$ cat config.mk
export PLATFORM = sky130hd
export DESIGN_NAME = lzd_scan_sequencer
export DESIGN_NICKNAME = d
export VERILOG_FILES = /design/src/rtl/lzd_seq_pkg.sv /design/src/rtl/lzd_chunk_enc.sv /design/src/rtl/lzd_scan_sequencer.sv
export SDC_FILE = /design/constraint.sdc
export NUM_CORES = 1
export LEC_CHECK = 0
export BUFFER_PORTS_ARGS = -buffer_cell sky130_fd_sc_hd__buf_2
export CAP_MARGIN = 40
export CORE_MARGIN = 1
export CORE_UTILIZATION = 29
export DETAILED_ROUTE_END_ITERATION = 10
export REMOVE_ABC_BUFFERS = 1
export SETUP_SLACK_MARGIN = 0.15
export SLEW_MARGIN = 25
export SYNTH_ARGS = -nofsm -noshare
export SYNTH_HDL_FRONTEND = slang
export SYNTH_SLANG_ARGS = --single-unit
$ cat constraint.sdc
create_clock -name clk -period 5.3 [get_ports clk]
set_clock_uncertainty 0.15 [all_clocks]
set_input_delay 0.265 -clock clk [delete_from_list [all_inputs] [get_ports clk]]
set_output_delay 0.265 -clock clk [all_outputs]
set_load 0.005 [all_outputs]
$ cat src/rtl/lzd_seq_pkg.sv
// Shared types and elaboration-time sizing helpers for the sequential leading-zero scanner.
package lzd_seq_pkg;

  typedef enum logic [1:0] {
    IDLE = 2'd0,
    SUB  = 2'd1,
    SCAN = 2'd2,
    DONE = 2'd3
  } lzd_state_e;

  function automatic int calc_w(input int m, input int extra_bits, input int sign_bit);
    return m + extra_bits - sign_bit;
  endfunction

  function automatic int calc_nchunk(input int w, input int chunk);
    return (w + chunk - 1) / chunk;
  endfunction

  function automatic int calc_pw(input int w, input int chunk);
    return calc_nchunk(w, chunk) * chunk;
  endfunction

  function automatic int calc_shift_width(input int w);
    return $clog2(w - 1);
  endfunction

  function automatic int calc_idx_width(input int nchunk);
    return (nchunk > 1) ? $clog2(nchunk) : 1;
  endfunction

  // All-zero difference is reported as a lone MSB above the normal shift range.
  function automatic int zero_shift_code(input int shift_width);
    return 1 << shift_width;
  endfunction

endpackage

$ cat src/rtl/lzd_chunk_enc.sv
// Combinational priority encoder: leading-zero count of one CHUNK-bit slice, MSB first.
module lzd_chunk_enc #(
  parameter  int CHUNK = 4,
  localparam int LZW   = $clog2(CHUNK) + 1
) (
  input  logic [CHUNK-1:0] chunk_i,
  output logic             nonzero_o,
  output logic [LZW-1:0]   lz_o
);

  always_comb begin
    nonzero_o = |chunk_i;
    lz_o      = LZW'(CHUNK);
    // Ascending scan: the highest set bit is the last to write lz_o.
    for (int unsigned i = 0; i < CHUNK; i++) begin
      if (chunk_i[i]) begin
        lz_o = LZW'(CHUNK - 1 - i);
      end
    end
  end

endmodule

$ cat src/rtl/lzd_scan_sequencer.sv
// Multi-cycle leading-zero controller: |A-B| scanned MSB-first, CHUNK bits per cycle.
// Define LZD_SEQ_NORM_EN to add the norm_mant output and its shifter.
module lzd_scan_sequencer
  import lzd_seq_pkg::*;
#(
  parameter  int M           = 23,
  parameter  int EXTRA_BITS  = 7,
  parameter  int SIGN_BIT    = 1,
  parameter  int CHUNK       = 4,
  localparam int W           = calc_w(M, EXTRA_BITS, SIGN_BIT),
  localparam int SHIFT_WIDTH = calc_shift_width(W)
) (
  input  logic                 clk,
  input  logic                 rst,
  input  logic                 in_valid,
  output logic                 in_ready,
  input  logic [W-1:0]         a,
  input  logic [W-1:0]         b,
  input  logic                 flush,
  output logic                 out_valid,
  input  logic                 out_ready,
  output logic [SHIFT_WIDTH:0] shift_amt,
  output logic                 b_gt_a
`ifdef LZD_SEQ_NORM_EN
  ,
  output logic [W-1:0]         norm_mant
`endif
);

  localparam int NCHUNK = calc_nchunk(W, CHUNK);
  localparam int PW     = calc_pw(W, CHUNK);
  localparam int PAD    = PW - W;
  localparam int CIDX_W = calc_idx_width(NCHUNK);
  localparam int LZW    = $clog2(CHUNK) + 1;
  localparam int SW1    = SHIFT_WIDTH + 1;

  localparam logic [SW1-1:0]    ZERO_SHIFT = SW1'(zero_shift_code(SHIFT_WIDTH));
  localparam logic [CIDX_W-1:0] LAST_IDX   = CIDX_W'(NCHUNK - 1);

  lzd_state_e         state_q;
  logic               in_ready_q;
  logic               out_valid_q;
  logic [SW1-1:0]     shift_q;
  logic               b_gt_a_q;
  logic [W-1:0]       a_q;
  logic [W-1:0]       b_q;
  logic [PW-1:0]      diff_q;
  logic [CIDX_W-1:0]  chunk_q;

  logic [W-1:0]       mag_d;
  logic               enc_nz;
  logic [LZW-1:0]     enc_lz;
  logic [SW1-1:0]     shift_hit_d;

`ifdef LZD_SEQ_NORM_EN
  logic [W-1:0]       norm_q;
  logic [W-1:0]       norm_d;
`endif

  // diff_q is shifted left by CHUNK on every empty chunk, so the chunk under test
  // is always its top slice; this equals padded[PW-1-c*CHUNK -: CHUNK].
  lzd_chunk_enc #(
    .CHUNK (CHUNK)
  ) u_enc (
    .chunk_i   (diff_q[PW-1 -: CHUNK]),
    .nonzero_o (enc_nz),
    .lz_o      (enc_lz)
  );

  always_comb begin
    mag_d       = (a_q >= b_q) ? (a_q - b_q) : (b_q - a_q);
    shift_hit_d = SW1'(chunk_q) * SW1'(CHUNK) + SW1'(enc_lz);
  end

`ifdef LZD_SEQ_NORM_EN
  // Already shifted by c*CHUNK; the final lz plus dropping the pad gives diff << shift.
  always_comb begin
    norm_d = W'((diff_q << enc_lz) >> PAD);
  end
`endif

  always_ff @(posedge clk) begin
    if (rst) begin
      state_q     <= IDLE;
      in_ready_q  <= 1'b1;
      out_valid_q <= 1'b0;
      shift_q     <= '0;
      b_gt_a_q    <= 1'b0;
      a_q         <= '0;
      b_q         <= '0;
      diff_q      <= '0;
      chunk_q     <= '0;
`ifdef LZD_SEQ_NORM_EN
      norm_q      <= '0;
`endif
    end else if (flush) begin
      state_q     <= IDLE;
      in_ready_q  <= 1'b1;
      out_valid_q <= 1'b0;
    end else begin
      unique case (state_q)
        IDLE: begin
          if (in_valid) begin
            a_q        <= a;
            b_q        <= b;
            in_ready_q <= 1'b0;
            state_q    <= SUB;
          end
        end
        SUB: begin
          diff_q   <= PW'(mag_d) << PAD;
          b_gt_a_q <= (b_q > a_q);
          chunk_q  <= '0;
          state_q  <= SCAN;
        end
        SCAN: begin
          if (enc_nz) begin
            shift_q     <= shift_hit_d;
            out_valid_q <= 1'b1;
            state_q     <= DONE;
`ifdef LZD_SEQ_NORM_EN
            norm_q      <= norm_d;
`endif
          end else if (chunk_q == LAST_IDX) begin
            shift_q     <= ZERO_SHIFT;
            out_valid_q <= 1'b1;
            state_q     <= DONE;
`ifdef LZD_SEQ_NORM_EN
            norm_q      <= '0;
`endif
          end else begin
            chunk_q <= chunk_q + 1'b1;
            diff_q  <= diff_q << CHUNK;
          end
        end
        DONE: begin
          if (out_ready) begin
            out_valid_q <= 1'b0;
            in_ready_q  <= 1'b1;
            state_q     <= IDLE;
          end
        end
        default: state_q <= IDLE;
      endcase
    end
  end

  assign in_ready  = in_ready_q;
  assign out_valid = out_valid_q;
  assign shift_amt = shift_q;
  assign b_gt_a    = b_gt_a_q;
`ifdef LZD_SEQ_NORM_EN
  assign norm_mant = norm_q;
`endif

endmodule

==> impl_metrics.json <==
{
  "outcome": "finished with violations",
  "violations": "negative hold slack",
  "hold_viol_final": 1,
  "grt_pass1_vias": 6603,
  "fin_crit_sh_pct": 74.9,
  "syn_to_final_growth_pct": 17.8,
  "max-cap-violations": 0,
  "worstPathMaxFanout": 18,
  "portBuffers": 71,
  "worst_path_max_delay_cell": "or4_1",
  "cts_resized": 0,
  "cts_tree": "done",
  "diodes": 0,
  "viasPerCell": 5.05,
  "clkSlewWorstSetupHoldPaths_ns": 0.07,
  "syn-cell-area_um2": 7300,
  "tns_ns": 0,
  "grt_overflow": 0,
  "cts.path.max_buffers": 2,
  "place_hpwl_um": 14700,
  "layout_common_cells": "nand2_1, a21oi_1, dfxtp_1",
  "critPathLaunchType": "flop",
  "wl_um": 20200,
  "grt_first_pass_wirelength_um": 33500,
  "worstMarginPinSlew_ns": 0.623,
  "yosysUniqueCellTypes": 65,
  "peakVddDrop_mv": 0.146,
  "dr.pass1.iters": 5,
  "fin_util_pct": 35.1,
  "min_period_ns": 3.97,
  "clock.fmax_mhz": 252,
  "rsz0062_at_grt": "no",
  "required_ns": 5.43,
  "ant_nets": 0,
  "holdCritPathClass": "input port to flop",
  "drc": 0,
  "cellPowerDensity_nw_per_um2": 282,
  "synth_warnings": 0,
  "via_count": 7055,
  "ioPinCount": 72,
  "synth_cells": 997,
  "crit_type": "flop to flop",
  "cpPeakStageDelay_ns": 0.57,
  "wire_per_inst_um": 14.5,
  "grt_usage_pct": 15.8,
  "grt_antenna_before_repair": 0,
  "clock_latency_ns": 0.36,
  "final-setup-viol-count": 0,
  "final_layout_size_suffix_gt1_share_pct": 10.2,
  "gp_congestion": 0.913,
  "start_util_pct": 29.7,
  "ys_async_sr_fraction_pct": 0,
  "p_leak_uw": 0.00368,
  "cts-buffers-inserted": 9,
  "arrival_ns": 4.10,
  "maxSlewHeadroom_pct": 58.5,
  "h-tree-depth": 3,
  "drv_slew": 0,
  "synthFlopType": "dfxtp_1",
  "grt_max_degree": 59,
  "place_area_um2": 7830,
  "ys_ff_latch": 101,
  "yosysSeqAreaShare_pct": 27.7,
  "hold_slack_ns": -0.000541,
  "avgSynthCellArea_um2": 7.32,
  "cp-end-kind": "flop",
  "row_count": 57,
  "drt-initial-drc-count": 491,
  "final_area_um2": 8600,
  "synth_edf_count": 0,
  "die_area_um2": 25800,
  "dieWidth_um": 161,
  "core_area_um2": 24500,
  "clkSinkCount": 101,
  "root_buffer": "clkbuf_16",
  "final_common_cell": "nand2_1",
  "path_cells": "inv_1, ha_1, and4_1, nand4_1, or4_1, o211a_1, nand2_2, mux2_2, nor4b_1, a21oi_1, a31oi_1",
  "die_y_um": 161,
  "fin_nets": 1200
}
[worst paths after layout]
kind / startpoint / to / slack [ns] / cells past startpoint
hold / removal: b[7] / b_q[7]$_SDFFE_PP0P_ / -0.0005 / 3
setup reg to reg: a_q[14]$_SDFFE_PP0P_ / diff_q[7]$_SDFFE_PP0P_ / 1.33 / 11
setup / recovery: a_q[14]$_SDFFE_PP0P_ / diff_q[7]$_SDFFE_PP0P_ / 1.33 / 11
hold reg to reg: diff_q[13]$_SDFFE_PP0P_ / diff_q[13]$_SDFFE_PP0P_ / 0.30 / 2
[power by group]
group          internal, uW  leakage (uW)  switching, uW  total [uW]
sequential              796      0.000822           26.5         822
combinational           385       0.00271            555         940
clock                   328      0.000143            334         662
total                  1510       0.00368            916        2420
[synth_stat cells, types with 3 or more instances]
| library cell | count | area (um^2) |
|---|---|---|
| xnor2_1 | 14 | 123 |
| a211o_1 | 4 | 35.0 |
| clkbuf_1 | 38 | 143 |
| a221oi_1 | 7 | 61.3 |
| a21o_1 | 32 | 240 |
| ha_1 | 66 | 826 |
| and3_1 | 6 | 37.5 |
| buf_2 | 19 | 95.1 |
| buf_4 | 4 | 30.0 |
| o21bai_1 | 8 | 60.1 |
| nand2_1 | 179 | 672 |
| nor3_1 | 14 | 70.1 |
| nor2b_1 | 10 | 62.6 |
| buf_1 | 4 | 15.0 |
| xor2_1 | 6 | 52.6 |
| o211ai_1 | 18 | 135 |
| nor2_1 | 47 | 176 |
| nand3_1 | 11 | 55.1 |
| a22oi_1 | 8 | 60.1 |
| a21oi_1 | 147 | 736 |
| a31oi_1 | 11 | 68.8 |
| a211oi_1 | 10 | 75.1 |
| mux2_2 | 4 | 45.0 |
| nand2b_1 | 18 | 113 |
| o21a_1 | 5 | 37.5 |
| o21ai_0 | 39 | 195 |
| o22ai_1 | 6 | 37.5 |
| and2_1 | 3 | 18.8 |
| nand4_1 | 11 | 68.8 |
| and4_1 | 4 | 35.0 |
| dfxtp_1 | 101 | 2020 |
| inv_1 | 79 | 297 |
| mux2i_1 | 17 | 170 |
| or3_1 | 5 | 31.3 |
[routing by layer]
metal	routed length [um]	up-vias	GRT usage, %
met4	269	0	4.33
li1	-	3585	-
met3	890	21	2.56
met1	10100	3284	22.2
met2	9030	165	24.9
met5	0	-	0
[registers in the layout, summed over array words and instances, names as in the netlist]
register,count
a_q,29
b_gt_a,1
chunk_q,3
in_ready,1
b_q,29
out_valid,1
state_q,2
diff_q,29
shift_amt,6
[what timing repair did]
| item | CTS | global route |
|---|---|---|
| hold buffers | 47 | 1 |
| endpoints found under the hold margin | 47 | 1 |
| setup buffers | 0 | 0 |
[final cells by class]
cell class | count | area (um^2)
inverters | 79 | 297
multi-input cells | 750 | 4680
well taps | 324 | 405
clock buffers | 9 | 225
repair buffers | 128 | 913
flip-flops and latches | 101 | 2020
fillers | 2702 | 15900
clock inverters | 7 | 56.3
[critical path, delay by kind of cell, from the launching register on]
| kind | cells | cell delay [ns] |
|---|---|---|
| compound gates | 3 | 0.62 |
| fa+ha+maj | 1 | 0.54 |
| buf+inv | 1 | 0.05 |
| flops | 1 | 0.36 |
| mux | 1 | 0.42 |
| simple gates | 5 | 1.75 |
[cell families (layout without fill, tap and decap cells)]
logic type	after synthesis	count (layout)	share of synthesized area, %
AND/OR/NAND/NOR	322	322	20.0
flip-flops	101	101	27.7
adder cells (fa/ha/maj)	68	68	11.9
AO/OA/AOI/OAI	319	319	26.8
buffers and inverters	146	223	8.25
multiplexers	21	21	2.95
XOR/XNOR	20	20	2.40
[metrics by stage]
stage               setup slack, ns  total power [uW]  cells
floorplan                      2.03              1490    930
global placement               1.47              1740   1331
detailed placement             1.37              1740   1332
CTS                            1.35              2430   1395
global route                   1.12              2570   1398
finish                         1.33              2420   1398
No activity file was read; power rests on OpenSTA's default activity.
